$ cat src/rtl/mips_enc_if.sv
// Command/output bus of the MIPS instruction encoder.
// Commands flow into the encoder; encoded words flow out. Both use valid/ready.
interface mips_enc_if #(
  parameter int unsigned ADDR_WIDTH = 32
);
  logic                  cmd_valid;
  logic                  cmd_ready;
  logic [4:0]            cmd_mnem;
  logic [4:0]            cmd_rs;
  logic [4:0]            cmd_rt;
  logic [4:0]            cmd_rd;
  logic [4:0]            cmd_shamt;
  logic [25:0]           cmd_imm;
  logic                  cmd_last;
  logic                  out_valid;
  logic                  out_ready;
  logic [31:0]           out_word;
  logic [ADDR_WIDTH-1:0] out_addr;

  modport master (
    output cmd_valid, cmd_mnem, cmd_rs, cmd_rt, cmd_rd, cmd_shamt, cmd_imm, cmd_last,
    output out_ready,
    input  cmd_ready, out_valid, out_word, out_addr
  );

  modport slave (
    input  cmd_valid, cmd_mnem, cmd_rs, cmd_rt, cmd_rd, cmd_shamt, cmd_imm, cmd_last,
    input  out_ready,
    output cmd_ready, out_valid, out_word, out_addr
  );
endinterface

$ cat src/rtl/mips_instr_encoder.sv
// Encodes symbolic MIPS commands into 32-bit words at sequential byte addresses.
// Optional macro ENC_CHECKSUM_EN adds a running XOR checksum of output words.
module mips_instr_encoder #(
  parameter int unsigned           ADDR_WIDTH = 32,
  parameter logic [ADDR_WIDTH-1:0] BASE_ADDR  = '0,
  parameter int unsigned           MAX_WORDS  = 1024
) (
  input  logic       clk,
  input  logic       rst_n,
  input  logic       start,
  mips_enc_if.slave  bus,
  output logic       busy,
  output logic       done,
  output logic       err_illegal,
  output logic       err_overflow
`ifdef ENC_CHECKSUM_EN
  ,
  output logic [31:0] checksum
`endif
);
  localparam int unsigned CNT_W = $clog2(MAX_WORDS + 1);

  typedef enum logic [1:0] {IDLE, LOAD, DRAIN, DONE} state_t;

  state_t                state_q, state_d;
  logic [ADDR_WIDTH-1:0] addr_q;
  logic [CNT_W-1:0]      count_q;
  logic                  cmd_ready;
  logic                  accept;
  logic                  start_session;
  logic                  set_overflow;
  logic                  at_limit;
  logic                  out_hs;
  logic [31:0]           enc_word;
  logic                  enc_illegal;

  function automatic logic [31:0] r_word(input logic [4:0] rs, input logic [4:0] rt,
                                         input logic [4:0] rd, input logic [4:0] sh,
                                         input logic [5:0] func);
    return {6'd0, rs, rt, rd, sh, func};
  endfunction

  function automatic logic [31:0] i_word(input logic [5:0] op, input logic [4:0] rs,
                                         input logic [4:0] rt, input logic [15:0] imm);
    return {op, rs, rt, imm};
  endfunction

  // Mnemonic to instruction word, with the field forcing each format requires
  always_comb begin
    enc_word    = '0;
    enc_illegal = 1'b0;
    case (bus.cmd_mnem)
      5'd0:  enc_word = r_word(5'd0, bus.cmd_rt, bus.cmd_rd, bus.cmd_shamt, 6'd0);
      5'd1:  enc_word = r_word(5'd0, bus.cmd_rt, bus.cmd_rd, bus.cmd_shamt, 6'd3);
      5'd2:  enc_word = r_word(5'd0, bus.cmd_rt, bus.cmd_rd, bus.cmd_shamt, 6'd2);
      5'd3:  enc_word = r_word(bus.cmd_rs, bus.cmd_rt, bus.cmd_rd, 5'd0, 6'd32);
      5'd4:  enc_word = r_word(bus.cmd_rs, bus.cmd_rt, bus.cmd_rd, 5'd0, 6'd33);
      5'd5:  enc_word = r_word(bus.cmd_rs, bus.cmd_rt, bus.cmd_rd, 5'd0, 6'd34);
      5'd6:  enc_word = r_word(bus.cmd_rs, bus.cmd_rt, bus.cmd_rd, 5'd0, 6'd36);
      5'd7:  enc_word = r_word(bus.cmd_rs, bus.cmd_rt, bus.cmd_rd, 5'd0, 6'd37);
      5'd8:  enc_word = r_word(bus.cmd_rs, bus.cmd_rt, bus.cmd_rd, 5'd0, 6'd39);
      5'd9:  enc_word = r_word(bus.cmd_rs, bus.cmd_rt, bus.cmd_rd, 5'd0, 6'd42);
      5'd10: enc_word = r_word(bus.cmd_rs, bus.cmd_rt, bus.cmd_rd, 5'd0, 6'd43);
      5'd11: enc_word = r_word(bus.cmd_rs, 5'd0, 5'd0, 5'd0, 6'd8);
      5'd12: enc_word = 32'h0000_000C;
      5'd13: enc_word = {6'd2, bus.cmd_imm};
      5'd14: enc_word = {6'd3, bus.cmd_imm};
      5'd15: enc_word = i_word(6'd4,  bus.cmd_rs, bus.cmd_rt, bus.cmd_imm[15:0]);
      5'd16: enc_word = i_word(6'd5,  bus.cmd_rs, bus.cmd_rt, bus.cmd_imm[15:0]);
      5'd17: enc_word = i_word(6'd8,  bus.cmd_rs, bus.cmd_rt, bus.cmd_imm[15:0]);
      5'd18: enc_word = i_word(6'd12, bus.cmd_rs, bus.cmd_rt, bus.cmd_imm[15:0]);
      5'd19: enc_word = i_word(6'd9,  bus.cmd_rs, bus.cmd_rt, bus.cmd_imm[15:0]);
      5'd20: enc_word = i_word(6'd10, bus.cmd_rs, bus.cmd_rt, bus.cmd_imm[15:0]);
      5'd21: enc_word = i_word(6'd13, bus.cmd_rs, bus.cmd_rt, bus.cmd_imm[15:0]);
      5'd22: enc_word = i_word(6'd35, bus.cmd_rs, bus.cmd_rt, bus.cmd_imm[15:0]);
      5'd23: enc_word = i_word(6'd43, bus.cmd_rs, bus.cmd_rt, bus.cmd_imm[15:0]);
      default: enc_illegal = 1'b1;
    endcase
  end

  assign out_hs        = bus.out_valid & bus.out_ready;
  assign at_limit      = (count_q == CNT_W'(MAX_WORDS - 1));
  assign bus.cmd_ready = cmd_ready;

  // Session control; the last command wins over the capacity limit
  always_comb begin
    state_d       = state_q;
    cmd_ready     = 1'b0;
    accept        = 1'b0;
    start_session = 1'b0;
    set_overflow  = 1'b0;
    case (state_q)
      IDLE: begin
        if (start) begin
          state_d       = LOAD;
          start_session = 1'b1;
        end
      end
      LOAD: begin
        cmd_ready = ~bus.out_valid | bus.out_ready;
        accept    = bus.cmd_valid & cmd_ready;
        if (accept && bus.cmd_last) begin
          state_d = DRAIN;
        end else if (accept && at_limit) begin
          state_d      = DRAIN;
          set_overflow = 1'b1;
        end
      end
      DRAIN: begin
        if (!bus.out_valid || bus.out_ready) state_d = DONE;
      end
      DONE:    state_d = IDLE;
      default: state_d = IDLE;
    endcase
  end

  // State, single-entry output register, address/count and sticky error flags
  always_ff @(posedge clk) begin
    if (!rst_n) begin
      state_q       <= IDLE;
      busy          <= 1'b0;
      done          <= 1'b0;
      err_illegal   <= 1'b0;
      err_overflow  <= 1'b0;
      addr_q        <= BASE_ADDR;
      count_q       <= '0;
      bus.out_valid <= 1'b0;
      bus.out_word  <= '0;
      bus.out_addr  <= BASE_ADDR;
    end else begin
      state_q <= state_d;
      busy    <= (state_d != IDLE);
      done    <= (state_d == DONE);
      if (start_session) begin
        addr_q       <= BASE_ADDR;
        count_q      <= '0;
        err_illegal  <= 1'b0;
        err_overflow <= 1'b0;
      end
      if (accept) begin
        bus.out_valid <= 1'b1;
        bus.out_word  <= enc_word;
        bus.out_addr  <= addr_q;
        addr_q        <= addr_q + ADDR_WIDTH'(4);
        count_q       <= count_q + CNT_W'(1);
        if (enc_illegal)  err_illegal  <= 1'b1;
        if (set_overflow) err_overflow <= 1'b1;
      end else if (out_hs) begin
        bus.out_valid <= 1'b0;
      end
    end
  end

`ifdef ENC_CHECKSUM_EN
  // Running XOR of every word taken by the downstream write port
  always_ff @(posedge clk) begin
    if (!rst_n)             checksum <= '0;
    else if (start_session) checksum <= '0;
    else if (out_hs)        checksum <= checksum ^ bus.out_word;
  end
`endif

endmodule
$ cat src/flat_wrapper.sv
// flat-port wrapper written by rule: the top's interface ports become plain ports
module mips_instr_encoder_flat 
#(
  parameter int unsigned           ADDR_WIDTH = 32,
  parameter logic [ADDR_WIDTH-1:0] BASE_ADDR  = '0,
  parameter int unsigned           MAX_WORDS  = 1024
)
  (clk, rst_n, start, busy, done, err_illegal, err_overflow, bus_cmd_valid, bus_cmd_mnem, bus_cmd_rs, bus_cmd_rt, bus_cmd_rd, bus_cmd_shamt, bus_cmd_imm, bus_cmd_last, bus_out_ready, bus_cmd_ready, bus_out_valid, bus_out_word, bus_out_addr);
  mips_enc_if #(.ADDR_WIDTH(ADDR_WIDTH)) bus_i ();
  input  logic clk;
  input  logic rst_n;
  input  logic start;
  output logic busy;
  output logic done;
  output logic err_illegal;
  output logic err_overflow;
  input wire logic [$bits(bus_i.cmd_valid)-1:0] bus_cmd_valid;
  input wire logic [$bits(bus_i.cmd_mnem)-1:0] bus_cmd_mnem;
  input wire logic [$bits(bus_i.cmd_rs)-1:0] bus_cmd_rs;
  input wire logic [$bits(bus_i.cmd_rt)-1:0] bus_cmd_rt;
  input wire logic [$bits(bus_i.cmd_rd)-1:0] bus_cmd_rd;
  input wire logic [$bits(bus_i.cmd_shamt)-1:0] bus_cmd_shamt;
  input wire logic [$bits(bus_i.cmd_imm)-1:0] bus_cmd_imm;
  input wire logic [$bits(bus_i.cmd_last)-1:0] bus_cmd_last;
  input wire logic [$bits(bus_i.out_ready)-1:0] bus_out_ready;
  output wire logic [$bits(bus_i.cmd_ready)-1:0] bus_cmd_ready;
  output wire logic [$bits(bus_i.out_valid)-1:0] bus_out_valid;
  output wire logic [$bits(bus_i.out_word)-1:0] bus_out_word;
  output wire logic [$bits(bus_i.out_addr)-1:0] bus_out_addr;
  assign bus_i.cmd_valid = bus_cmd_valid;
  assign bus_i.cmd_mnem = bus_cmd_mnem;
  assign bus_i.cmd_rs = bus_cmd_rs;
  assign bus_i.cmd_rt = bus_cmd_rt;
  assign bus_i.cmd_rd = bus_cmd_rd;
  assign bus_i.cmd_shamt = bus_cmd_shamt;
  assign bus_i.cmd_imm = bus_cmd_imm;
  assign bus_i.cmd_last = bus_cmd_last;
  assign bus_i.out_ready = bus_out_ready;
  assign bus_cmd_ready = bus_i.cmd_ready;
  assign bus_out_valid = bus_i.out_valid;
  assign bus_out_word = bus_i.out_word;
  assign bus_out_addr = bus_i.out_addr;
  mips_instr_encoder #(.ADDR_WIDTH(ADDR_WIDTH), .BASE_ADDR(BASE_ADDR), .MAX_WORDS(MAX_WORDS)) u_core (.clk(clk), .rst_n(rst_n), .start(start), .bus(bus_i), .busy(busy), .done(done), .err_illegal(err_illegal), .err_overflow(err_overflow));
endmodule
$ cat config.mk
export PLATFORM = sky130hd
export DESIGN_NAME = mips_instr_encoder_flat
export DESIGN_NICKNAME = d
export VERILOG_FILES = /design/src/rtl/mips_enc_if.sv /design/src/rtl/mips_instr_encoder.sv /design/src/flat_wrapper.sv
export SDC_FILE = /design/constraint.sdc
export NUM_CORES = 1
export LEC_CHECK = 0
export ABC_CLOCK_PERIOD_IN_PS = 3500
export CAP_MARGIN = 5
export CORE_MARGIN = 10
export CORE_UTILIZATION = 40
export DETAILED_ROUTE_END_ITERATION = 10
export GPL_ROUTABILITY_DRIVEN = 0
export PLACE_DENSITY = 0.68
export SLEW_MARGIN = 20
export SYNTH_ARGS = -nofsm -noshare
export SYNTH_HDL_FRONTEND = slang
export SYNTH_SLANG_ARGS = --single-unit
$ cat constraint.sdc
create_clock -name clk -period 3.5 [get_ports clk]
set_input_delay 0.7 -clock clk [delete_from_list [all_inputs] [get_ports clk]]
set_output_delay 0.7 -clock clk [all_outputs]
set_load 0.05 [all_outputs]
==> run summary <==
================================================================================
Library cell with the highest instance count after synthesis ......      dfxtp_1
Number of clock buffers inserted by TritonCTS .....................            9
Internal power ....................................................     1.951 mW
Net switching fraction of the power ...............................       26.24%
Dominant cells by area after synthesis ............................ dfxtp_1 44%, a21oi_1 8.1%, nand2_1 7.8%, o21ai_0 2.9%, nor2_1 2.7%
Synth Instances ...................................................          608
WHS ...............................................................    0.4528 ns
Achievable Freq ...................................................    382.1 MHz
Cell type with the highest aggregate area in the netlist ..........      dfxtp_1
# setup viols final ...............................................            0
Placeable core region .............................................  12,010 um^2
Netlist cell types ................................................           58
Average routed wire per standard cell .............................     16.11 um
Clock transition at the registers of the reported paths ...........      0.07 ns
Worst min-delay path class ........................................ register to register
Crit path launch type .............................................    input pin
Total via count after detailed routing ............................        4,849
RSZ-0062 raised after global routing ..............................           no
Critical path peak fanout .........................................           11
Final Hold Vio Count ..............................................            0
Part of the Yosys area used for sequential elements ...............       44.30%
Crit-path slowest cell ............................................ clkdlybuf4s50_1
Die ar. ...........................................................  17,150 um^2
Rows ..............................................................           40
Worst-case vdd ir drop ............................................    0.2505 mV
Level count of the clock H-tree ...................................            3
Post-detailed-route via-to-cell ratio .............................        5.606
Area share of the leading cell type in the synthesized netlist ....       44.30%
Top flip-flop cell by instance count after synthesis ..............      dfxtp_1
Crit path DAT .....................................................      1.92 ns
Part of the power in combinational logic ..........................        12.8%
Post-Route Setup TNS ..............................................         0 ns
Pwr dens .......................................................... 403.0 nW/um^2
Total length of routed wires ......................................    13,940 um
Diode insertion count for antenna repair ..........................            0
Post-route clock skew .............................................  0.009296 ns
CP max stage delay ................................................      0.45 ns
Synthesized area per cell .........................................   8.102 um^2
CTS tree ..........................................................          yes
Initial antenna violation count ...................................            0
DRT Pass-1 Iters ..................................................            5
Post-synth EDFFs ..................................................            0
Global routing usage summed across all routing layers .............       16.10%
Crit path buf inv count ...........................................            2
Part of the total power dissipated in the clock network ...........        39.2%
Ratio of cells with drive above 1 in the final layout .............       5.989%
Number of nets in the layout ......................................          772
Number of fillers in the final layout .............................        1,094
Iteration-0 DRC Markers ...........................................          375
DRC violation count after routing .................................            0
Cell area after technology mapping ................................    4926 um^2
Clock network latency to the later pin of the worst-skew pair .....      0.35 ns
Critical path, cell by cell ....................................... clkdlybuf4s50_1 > nand2b_1 > and2_1 > buf_4
HPWL reported at the end of detailed placement ....................    10,050 um
Count of warnings emitted by yosys ................................            0
Slew Limit Headroom ...............................................       44.36%
Number of global-route vias before repair .........................        4,724
Sw Pwr ............................................................    0.6942 mW
Maximum number of pins on one net before global-route repair ......           67
Overflow left after global routing ................................            0
Global-route wire length before repair ............................    22,850 um
Cell type group with the largest total delay on the critical path . buffers and inverters
Setup CP Type ..................................................... input pin to output port
Number of buffers inserted by hold repair at cts ..................            0
Crit share post-route .............................................       74.77%
Max-slew violation total from the final report ....................            0
Kind of end point of the critical path ............................  output port
Required time worst endpoint ......................................      2.80 ns
I/O pin count .....................................................          127
Status ............................................................ finished, final reports clean
Total of buffers placed on input and output ports .................          123
Synthesized flop and latch total ..................................          109
Power after layout ................................................     2.645 mW
Starting utilization of the core area .............................       41.01%
Total of max-cap violations .......................................            0
Maximum count of clock buffers along a single path ................            2
Post-synthesis async set-or-reset flop share ......................           0%
Most frequent cells after synthesis ............................... 109 x dfxtp_1, 102 x nand2_1, 80 x a21oi_1, 36 x nor2_1, 29 x o21ai_0
Clock Sinks .......................................................          109
Antenna Violating Nets Remaining ..................................            0
Pleak .............................................................     2.249 nW
Setup repair bufs after CTS .......................................            0
Number of gates resized after CTS .................................            0
Placement-stage cell area .........................................    6266 um^2
Final Critical Period .............................................     2.617 ns
Slew at the pin with the worst max-slew slack .....................    0.8326 ns
Power share of the sequential group ...............................        48.0%
Die outline width .................................................     131.0 um
Die Height ........................................................     131.0 um
Post-route standard cell area excluding fillers ...................    6564 um^2
Layout Area Growth over Synthesis .................................       33.25%
Root buffer cell ..................................................    clkbuf_16
================================================================================
-- per-stage QoR --
step / cells / setup slack (ns) / util [%]
3_3_place_gp: 849 / 0.6781 / 52.17
6_report: 865 / 0.8831 / 54.65
5_1_grt: 865 / 0.8384 / 54.65
2_1_floorplan: 610 / 1.401 / -
4_1_cts: 865 / 0.8847 / 54.65
3_5_place_dp: 849 / 0.5895 / 52.17
-- cells in the final DEF, fill, tap and decap left out, types with 16 or more instances in the layout --
cell type,n
o21ai_0,29
a21oi_1,80
and3_1,16
clkdlybuf4s50_1,122
nor2_1,36
or3_1,16
nand3_1,25
dfxtp_1,109
nand4_1,17
nand2_1,102
-- state kept, by name (all words and copies together), names as in the netlist --
register / count
u_core.count_q: 11
u_core.err_overflow: 1
u_core.done: 1
u_core.busy: 1
u_core.err_illegal: 1
u_core.bus.out_valid: 1
u_core.state_q: 2
u_core.bus.out_word: 31
u_core.bus.out_addr: 30
u_core.addr_q: 30
-- logic make-up (layout without fill, tap and decap cells) --
kind of cell    Yosys count  in the layout  share of synthesized area, %
simple gates            264            264                         27.33
compound gates          173            173                         21.54
flops                   109            109                         44.30
buf+inv                  50            158                         4.445
mux                       5              5                         1.092
xor+xnor                  4              4                        0.7113
fa+ha+maj                 2              2                        0.5079
other cells               1              3                       0.07613
-- worst reg2reg max path, stage by stage (launching register included) --
cell and delay (ns):
dfxtp_1 0.31, nand2b_1 0.32, and3_2 0.40, buf_4 0.26, nand3_2 0.17, or3_1 0.35, a21oi_1 0.15
-- per-layer routing --
layer	up-vias	GRT usage (%)	part of all wire, %
li1	2414	-	-
met5	-	0	0
met1	2243	19.54	43
met3	16	7.655	11
met2	176	25.06	45
met4	0	4.186	1.0
-- layout make-up --
cell class / count / area [um^2] / area share (%)
repair buffers: 136 / 1339 / 20.40
clock buffers: 10 / 229.0 / 3.488
clock inverters: 6 / 68.82 / 1.048
flip-flops and latches: 109 / 2182 / 33.24
well taps: 147 / 183.9 / 2.802
multi-input cells: 451 / 2539 / 38.68
inverters: 6 / 22.52 / 0.3431
-- power groups by stage --
stage                     Sequential (mW)  Clock [mW]  Combinational, mW
final                                1.27        1.04              0.340
after floorplan                      1.35           0              0.149
after global placement               1.30           0              0.334
after detailed placement             1.30           0              0.339
after CTS                            1.27        1.06              0.340
after global routing                 1.27        1.11              0.366
-- worst paths after layout --
check | startpoint | endpoint | cells after the start | slack [ns]
min | u_core.bus.out_addr[22]$_SDFFE_PN0P_ | u_core.bus.out_addr[22]$_SDFFE_PN0P_ | 2 | 0.45
min reg2reg | u_core.bus.out_addr[22]$_SDFFE_PN0P_ | u_core.bus.out_addr[22]$_SDFFE_PN0P_ | 2 | 0.45
max reg2reg | u_core.bus.out_valid$_SDFFE_PN0P_ | u_core.addr_q[31]$_SDFFE_PN0P_ | 6 | 1.46
max | bus_out_ready | bus_cmd_ready | 4 | 0.88
(Power assumes the default switching activity.)
